--- src/rtl/multi_phase_timer_pkg.sv ---
// Shared types and helpers for the multi-phase strobe timer.
// Holds the sweep state encoding, the reset terminal and the offset slice helper.
package multi_phase_timer_pkg;

  typedef enum logic {
    IDLE = 1'b0,
    RUN  = 1'b1
  } state_e;

  localparam int unsigned TIMER_DEFAULT_TERMINAL = 2_000_000;

  // Widest offset and packed offset vector the slice helper supports.
  localparam int OFS_MAX_W     = 32;
  localparam int OFS_VEC_MAX_W = 1024;

  function automatic logic [OFS_MAX_W-1:0] extract_offset(
    input logic [OFS_VEC_MAX_W-1:0] vec,
    input int unsigned              idx,
    input int unsigned              width
  );
    logic [OFS_MAX_W-1:0] mask;
    if (width >= OFS_MAX_W) mask = '1;
    else                    mask = (OFS_MAX_W'(1) << width) - OFS_MAX_W'(1);
    return OFS_MAX_W'(vec >> (idx * width)) & mask;
  endfunction

endpackage

--- src/rtl/multi_phase_timer_phase_strobe.sv ---
// One strobe channel: registers a single-cycle pulse when the running count
// reaches this channel's offset.
module multi_phase_timer_phase_strobe #(
  parameter int COUNT_WIDTH = 22
) (
  input  logic                   clk,
  input  logic                   reset_n,
  input  logic                   run,
  input  logic [COUNT_WIDTH-1:0] count,
  input  logic [COUNT_WIDTH-1:0] offset,
  output logic                   pulse
);

  logic pulse_d;
  logic pulse_q;

  always_comb begin
    pulse_d = run && (count == offset);
  end

  always_ff @(posedge clk or negedge reset_n) begin
    if (!reset_n) pulse_q <= 1'b0;
    else          pulse_q <= pulse_d;
  end

  assign pulse = pulse_q;

endmodule

--- src/rtl/multi_phase_timer.sv ---
// Periodic multi-phase strobe generator: a counter sweeps 0..terminal and each
// channel fires a registered one-cycle strobe at its own offset in the sweep.
module multi_phase_timer
  import multi_phase_timer_pkg::*;
#(
  parameter int          COUNT_WIDTH      = 22,
  parameter int          NUM_PHASES       = 2,
  parameter int unsigned DEFAULT_TERMINAL = TIMER_DEFAULT_TERMINAL
) (
  input  logic                              clk,
  input  logic                              reset_n,
  input  logic                              enable,
  input  logic                              oneshot,
  input  logic                              start,
  input  logic [COUNT_WIDTH-1:0]            terminal,
  input  logic [NUM_PHASES*COUNT_WIDTH-1:0] offsets,
  output logic [NUM_PHASES-1:0]             pulse_out,
  output logic                              wrap_out,
  output logic                              busy,
  output logic [COUNT_WIDTH-1:0]            count_out
);

  state_e                 state_q, state_d;
  logic [COUNT_WIDTH-1:0] count_q, count_d;
  logic [COUNT_WIDTH-1:0] term_q, term_d;
  logic                   busy_q, busy_d;
  logic                   wrap_q, wrap_d;
  logic                   run;

  assign run = (state_q == RUN);

  always_comb begin
    state_d = state_q;
    count_d = count_q;
    term_d  = term_q;
    unique case (state_q)
      IDLE: begin
        if (enable && (!oneshot || start)) begin
          state_d = RUN;
          count_d = '0;
          term_d  = terminal;
        end
      end
      RUN: begin
        if (!enable) begin
          state_d = IDLE;
          count_d = '0;
        end else if (count_q >= term_q) begin
          // Terminal decision: oneshot is sampled here, not at sweep start.
          count_d = '0;
          if (oneshot) state_d = IDLE;
          else         term_d  = terminal;
        end else begin
          count_d = count_q + COUNT_WIDTH'(1);
        end
      end
      default: begin
        state_d = IDLE;
        count_d = '0;
      end
    endcase
    busy_d = (state_d == RUN);
    wrap_d = run && (count_q == term_q);
  end

  always_ff @(posedge clk or negedge reset_n) begin
    if (!reset_n) begin
      state_q <= IDLE;
      count_q <= '0;
      term_q  <= COUNT_WIDTH'(DEFAULT_TERMINAL);
      busy_q  <= 1'b0;
      wrap_q  <= 1'b0;
    end else begin
      state_q <= state_d;
      count_q <= count_d;
      term_q  <= term_d;
      busy_q  <= busy_d;
      wrap_q  <= wrap_d;
    end
  end

  // Offsets are compared live; software only changes them while idle.
  for (genvar i = 0; i < NUM_PHASES; i++) begin : g_phase
    logic [COUNT_WIDTH-1:0] offset_i;
    assign offset_i = COUNT_WIDTH'(extract_offset(OFS_VEC_MAX_W'(offsets), i, COUNT_WIDTH));

    multi_phase_timer_phase_strobe #(
      .COUNT_WIDTH(COUNT_WIDTH)
    ) u_strobe (
      .clk    (clk),
      .reset_n(reset_n),
      .run    (run),
      .count  (count_q),
      .offset (offset_i),
      .pulse  (pulse_out[i])
    );
  end

  assign wrap_out  = wrap_q;
  assign busy      = busy_q;
  assign count_out = count_q;

endmodule

--- config.mk ---
export PLATFORM = sky130hd
export DESIGN_NAME = multi_phase_timer
export DESIGN_NICKNAME = d
export VERILOG_FILES = /design/src/rtl/multi_phase_timer_pkg.sv /design/src/rtl/multi_phase_timer_phase_strobe.sv /design/src/rtl/multi_phase_timer.sv
export SDC_FILE = /design/constraint.sdc
export NUM_CORES = 1
export LEC_CHECK = 0
export ABC_AREA = 1
export BUFFER_PORTS_ARGS = -buffer_cell sky130_fd_sc_hd__buf_2
export CORE_UTILIZATION = 30
export CTS_CLUSTER_DIAMETER = 120
export CTS_CLUSTER_SIZE = 10
export DETAILED_ROUTE_END_ITERATION = 10
export GPL_ROUTABILITY_DRIVEN = 1
export HOLD_SLACK_MARGIN = 0.15
export PLACE_DENSITY = 0.51
export SLEW_MARGIN = 40
export SYNTH_ARGS = -nofsm -noshare
export SYNTH_HDL_FRONTEND = slang
export SYNTH_SLANG_ARGS = --single-unit
--- constraint.sdc ---
create_clock -name clk -period 6.17 [get_ports clk]
set_clock_uncertainty 0.1 [all_clocks]
set_input_delay 0.617 -clock clk [delete_from_list [all_inputs] [get_ports clk]]
set_output_delay 0.617 -clock clk [all_outputs]
set_load 0.02 [all_outputs]
==> results of run 1 <==
## synth_stat cells
master     count  area share, %
nand3_1       35            4.9
a211oi_1       1           0.21
xnor2_1        7            1.7
ha_1          23            8.1
o21ai_0        7           0.99
nor2_1        33            3.5
inv_1         58            6.1
a2111oi_0      1           0.25
nor4_1         5           0.88
nor3_1         7           0.99
clkbuf_1       4           0.42
a21oi_1       14            2.0
o221ai_1       1           0.25
clkbuf_2       1           0.14
dfstp_2        7            5.2
a221oi_1       2           0.49
inv_2          8           0.85
buf_2          7           0.99
dfrtp_1       41             29
xor2_1        25            6.2
nand4_2        1           0.35
nand2_2        3           0.53
buf_4          2           0.42
nor2_4         1           0.32
o22ai_1       16            2.8
buf_6          2           0.64
nor3_2         4            1.1
or2_2          1           0.18
nand2_1      135             14
o211ai_1       1           0.21
nor2_2         4           0.71
nand4_1       13            2.3
a22o_1         4           0.99
nor4_2         1           0.35
o21ai_1        8            1.1
a21o_1         2           0.42
## layout make-up
cell class                      count  area share [%]
Tap cell                          143           4.135
Sequential cell                    48           27.96
Clock inverter                      1          0.6940
Inverter                           66           5.726
Multi-Input combinational cell    355           46.15
Clock buffer                        7           3.528
Timing Repair Buffer              100           11.80
## cell families after synthesis
| group | Yosys count | synth area share, % |
|---|---|---|
| compound gates | 57 | 9.746 |
| xor+xnor | 32 | 7.910 |
| fa+ha+maj | 23 | 8.122 |
| buf+inv | 82 | 9.604 |
| flops | 48 | 34.15 |
| simple gates | 243 | 30.47 |
## stage by stage
stage          total power, µW  cell area (µm²)  instances  setup WS, ns
2_1_floorplan            717.3             3543        485         4.209
3_3_place_gp             828.5             4136        711         3.302
3_5_place_dp             839.2             4144        712         3.521
4_1_cts                   1176             4327        720         3.507
5_1_grt                   1259             4327        720         3.285
6_report                  1161             4327        720         3.539
## how the worst max path moves through the flow
| stage | to |
|---|---|
| after global routing | count_out[3] |
| after CTS | count_out[3] |
| final | count_out[3] |
| after detailed placement | count_out[9] |
| after global placement | count_out[2] |
| after floorplan | term_q[0] |
## critical path: cells and delay by family (launching register included)
kind | cells | cell delay (ns)
adder cells (fa/ha/maj) | 1 | 0.33
flip-flops | 1 | 0.69
AND/OR/NAND/NOR | 7 | 0.86
buffers and inverters | 2 | 0.41
AO/OA/AOI/OAI | 1 | 0.14
## cell usage in the layout, fill, tap and decap left out, types with 2 or more instances in the layout
cell and count:
buf_4 4, nand4_1 13, a22o_1 4, inv_2 8
clkbuf_8 2, dfrtp_1 41, nor2_2 4, a21o_1 2
o21ai_1 7, buf_2 96, a21oi_1 14, a221oi_1 2
nand2_2 3, nor3_2 4, nand2_1 135, nand3_1 35
xnor2_1 7, inv_1 58, o21ai_0 7, nor2_1 33
nor3_1 7, ha_1 23, o22ai_1 16, nor4_1 5
xor2_1 25, clkbuf_16 5, dfstp_2 7
## metal layers
| metal | GRT usage, % | wire length [µm] | up-vias |
|---|---|---|---|
| met5 | 0 | 0 | - |
| met4 | 5.600 | 181 | 0 |
| met3 | 3.499 | 685 | 12 |
| met2 | 31.39 | 5159 | 133 |
| met1 | 24.19 | 4967 | 1670 |
| li1 | - | - | 1774 |
## report_power, final
part	switching [µW]	internal, µW
registers	51.3	409
clock network	121	214
logic	228	137
total	401	760
## sequential cells by signal (all words and copies together) (netlist names)
signal	count
busy	1
wrap_out	1
count_out	22
term_q	22
g_phase.u_strobe.pulse	2
==> flow_summary.toml, run 1 <==
[finish]
flow.area_growth_from_synthesis_pct = 22.10
share_of_cells_above_drive_strength_1_pct = 24.09
finish.utilization_pct = 37.73
n_antenna_cell = 0
nets = 670
area.sequential_um2 = 1210
nFillCells = 1252
multiInputGateArea_um2 = 1997

[placed_design]
gp_routability_congestion = 0.9366
port_buffers = 96
place_hpwl_um = 8736

[setup_path]
worst_path_largest_cell_delay_ns = 0.69
cp_data_required_time_ns = 6.27
cp-start-kind = "flop"
r2r_cells = 11
worstSetupEndpointType = "flop"
cp-startpoint = "count_out[4]"
path_class = "flop to flop"
critical_path.most_common_cell = "nand2_1"
timing.rr.start = "count_out[4]"
rr_endpoint = "count_out[3]"
worst_ep_arrival_time_ns = 2.73
critical_path_peak_fanout = 11
critical_path.cell_chain = "ha_1 > nand2_1 > inv_2 > nand2_1 > nor2_1 > nand2_1 > nor2_1 > nor2_2 > nand4_1 > buf_4 > a21oi_1"
critical-path-slowest-cell = "dfrtp_1"
timing.reg2reg.setup_slack_ns = 3.54

[drt]
remaining_drc_errors = 0
routed_wirelength_um = 10990
detail_route.iter0.violations = 234
route.vias.total = 3589
vias_per_cell = 4.985
drt_pre_antenna_iters = 4
drt-wirelength-per-cell_um = 15.27
ant_nets = 0

[sta]
setup_total_negative_slack_ns = 0
final.min_clock_period_ns = 2.631
maxSlewViolCount = 0
final_hold_viol_count = 0
timing.hold.ws_ns = 0.3251
grt_setup_unrepaired = "false"
max_clk_rate_ghz = 0.3802
setup_violations = 0
worst_pin_slew_ns = 0.7820
slew_headroom_pct = 47.74
final_period_util_pct = 42.63

[synthesis]
unique_cell_type_count_in_the_yosys_netlist = 36
synth-warning-count = 0
synth_seq_area_share_pct = 34.15
number_of_cells_produced_by_synthesis = 485
synth_area_per_cell_um2 = 7.306
synth.net_count = 579
synth-seq-cells = 48
synth_area_um2 = 3543

[cts]
ctsResizeCount = 0
clk_latency_ns = 0.29
clock_tree.root_cell = "clkbuf_16"
cts.htree.levels = 2
clk_pin_slew_ns = 0.07
clock_sink_count = 48
cts_buffers = 5
tritoncts = "done"
post_cts_hold_buffer_count = 0
cts_setup_buffers = 0
clk_path_buf_depth = 2

[global_route]
largest_net_degree_at_the_start_of_global_routing = 49
grt.total_usage_pct = 18.64
grt_first_pass_wirelength_um = 18220
grt_pass1_vias = 3602
gr-total-overflow = 0
antenna_violations_before_repair = 0

[power_and_ir_drop]
pwr_density_nw_per_um2 = 268.3
vdd_ir_drop_max_mv = 0.1134
power.leakage_uw = 0.002270

[die]
core-area_um2 = 11470
die_area_um2 = 12250
io-pin-count = 97
die-width_um = 110.7
die_height_um = 110.7
fp-row-count = 39
initial_core_util_pct = 30.90

[flow_run]
cap_violations = 0

[outcome]
status = "completed"

[hold_path]
hp-class = "primary input to asynchronous set/reset pin"
(Power assumes the default switching activity.)
==> inputs of run 2 (changes only) <==
--- a/config.mk
+++ b/config.mk
@@ -13,7 +13,7 @@
 export DETAILED_ROUTE_END_ITERATION = 10
 export GPL_ROUTABILITY_DRIVEN = 1
 export HOLD_SLACK_MARGIN = 0.15
-export PLACE_DENSITY = 0.51
+export PLACE_DENSITY = 0.52
 export SLEW_MARGIN = 40
 export SYNTH_ARGS = -nofsm -noshare
 export SYNTH_HDL_FRONTEND = slang
==> constraint.sdc (replaced) <==
create_clock -name clk -period 2.25 [get_ports clk]
set_clock_uncertainty 0.1 [all_clocks]
set_input_delay 0.225 -clock clk [delete_from_list [all_inputs] [get_ports clk]]
set_output_delay 0.225 -clock clk [all_outputs]
set_load 0.02 [all_outputs]
==> flow_summary.toml, run 2 (synthesis gave the netlist of run 1 again) <==
[outcome]
status = "completed"

[cts]
tritoncts = "done"
clk_latency_ns = 0.29
clk_pin_slew_ns = 0.07
clk_path_buf_depth = 2
cts_buffers = 5
clock_sink_count = 48
cts.htree.levels = 2
clock_tree.root_cell = "clkbuf_16"

[die]
core-area_um2 = 11470
die-width_um = 110.7
io-pin-count = 97
initial_core_util_pct = 30.90
die_area_um2 = 12250
die_height_um = 110.7
fp-row-count = 39

[flow_run]
cap_violations = 0

[placed_design]
gp_routability_congestion = 0.8546
port_buffers = 96
placement.setup.worst_slack_ns = 0.07224
place_hpwl_um = 8673

[global_route]
grt_pass1_vias = 3691
largest_net_degree_at_the_start_of_global_routing = 49
grt_first_pass_wirelength_um = 18240
antenna_violations_before_repair = 0
grt.total_usage_pct = 18.57
gr-total-overflow = 0

[finish]
finish.utilization_pct = 41.51
layout_commonest_cell = "nand2_1"
nets = 718
n_antenna_cell = 0
share_of_cells_above_drive_strength_1_pct = 26.24
flow.area_growth_from_synthesis_pct = 34.32
layout.cells.most_common_list = "nand2_1 (135), buf_2 (96), inv_1 (58)"
nFillCells = 1239

[sta]
final_hold_viol_count = 0
grt_setup_unrepaired = "true"
final.min_clock_period_ns = 2.106
maxSlewViolCount = 0
final_period_util_pct = 93.61
final_critical_path_setup_slack_ns = 0.1438
slew_headroom_pct = 57.56
setup_violations = 0
max_clk_rate_ghz = 0.4748
worst_pin_slew_ns = 0.6366

[drt]
drt_pre_antenna_iters = 4
detail_route.iter0.violations = 200
drt-wirelength-per-cell_um = 14.16
vias_per_cell = 4.725
ant_nets = 0
remaining_drc_errors = 0
routed_wirelength_um = 10880
route.vias.total = 3629

[setup_path]
cp_data_required_time_ns = 2.33
critical_path_peak_fanout = 21
critical-path-slowest-cell = "dfstp_2"
critical_path.cell_chain = "inv_1 > ha_1 > nand2_1 > nand2_1 > nand2_1 > nand2_1 > nand2_1 > nand2_1 > nand2_1 > nand4_1 > buf_6 > o22ai_1"
cp-start-kind = "flop"
path_class = "flop to flop"
critical_path.most_common_cell = "nand2_1"
worst_path_largest_cell_delay_ns = 0.54
worstSetupEndpointType = "flop"
worst_ep_arrival_time_ns = 2.19

[power_and_ir_drop]
power.leakage_uw = 0.002491
design_power_total_uw = 3092
vdd_ir_drop_max_mv = 0.2968
pwr_density_nw_per_um2 = 649.7

[hold_path]
hp-class = "primary input to flop"
==> run 2: changes by cell type in the layout (fill, tap and decap cells not counted), sizes merged <==
cell / change
buf: +25
bufinv: -1
clkbuf: -1
clkinvlp: +2
dlygate4sd3: +23
==> run 2: per-stage QoR <==
stage                     hold slack (ns)  instances  cell area (µm²)  setup TNS, ns
after global routing               0.1842        768             4760       -0.04235
after floorplan                   -0.1706        485             3543              0
after detailed placement           0.2715        737             4332              0
after CTS                          0.1564        768             4716              0
after global placement             0.2748        737             4332              0
final                              0.1726        768             4760              0
==> run 2: worst max-delay path: cells and delay by family, from the launching register on <==
| family | cells | cell delay (ns) |
|---|---|---|
| buffers and inverters | 2 | 0.24 |
| and+or+nand+nor | 8 | 0.64 |
| DFF | 1 | 0.54 |
| adders and majority gates | 1 | 0.28 |
| AOI/OAI and AO/OA | 1 | 0.21 |
==> run 2: repair_timing <==
item	CTS	global route
setup endpoints to repair	0	24
setup buffers	0	0
resized for setup	0	8
endpoints found under the hold margin	63	0
hold buffers	23	0
==> run 2: final cells by class <==
cell class	count	area [µm²]	share of cell area [%]
timing repair buffer	148	944.7	19.85
clock inverter	2	15.01	0.3155
sequential	48	1210	25.42
clock buffer	6	138.9	2.918
tap	143	178.9	3.759
multi-input combinational	355	2024	42.53
inverter	66	247.7	5.205
==> run 2: power by group <==
part           leakage [µW]  internal (µW)  total, µW  switching, µW
registers          0.000621           1120       1240            120
clock network     0.0000691            442        771            329
logic               0.00180            436       1080            642
==> run 2: final timing paths <==
check,to,start,cells after the start,slack (ns)
max in group asynchronous,term_q[21],reset_n,3,1.14
max reg2reg,count_out[20],term_q[7],12,0.14
max,count_out[20],term_q[7],12,0.14
min,g_phase[0].u_strobe.pulse,offsets[6],4,0.17
min in group asynchronous,g_phase[1].u_strobe.pulse,reset_n,3,0.47
min reg2reg,term_q[15],term_q[15],2,0.36
==> run 2: metal layers <==
metal	track usage (%)	part of all wire, %	routed length (µm)
met3	3.226	5.7	616
met4	5.422	1.9	207
met5	0	0	0
met1	24.94	47	5092
met2	30.52	46	4959
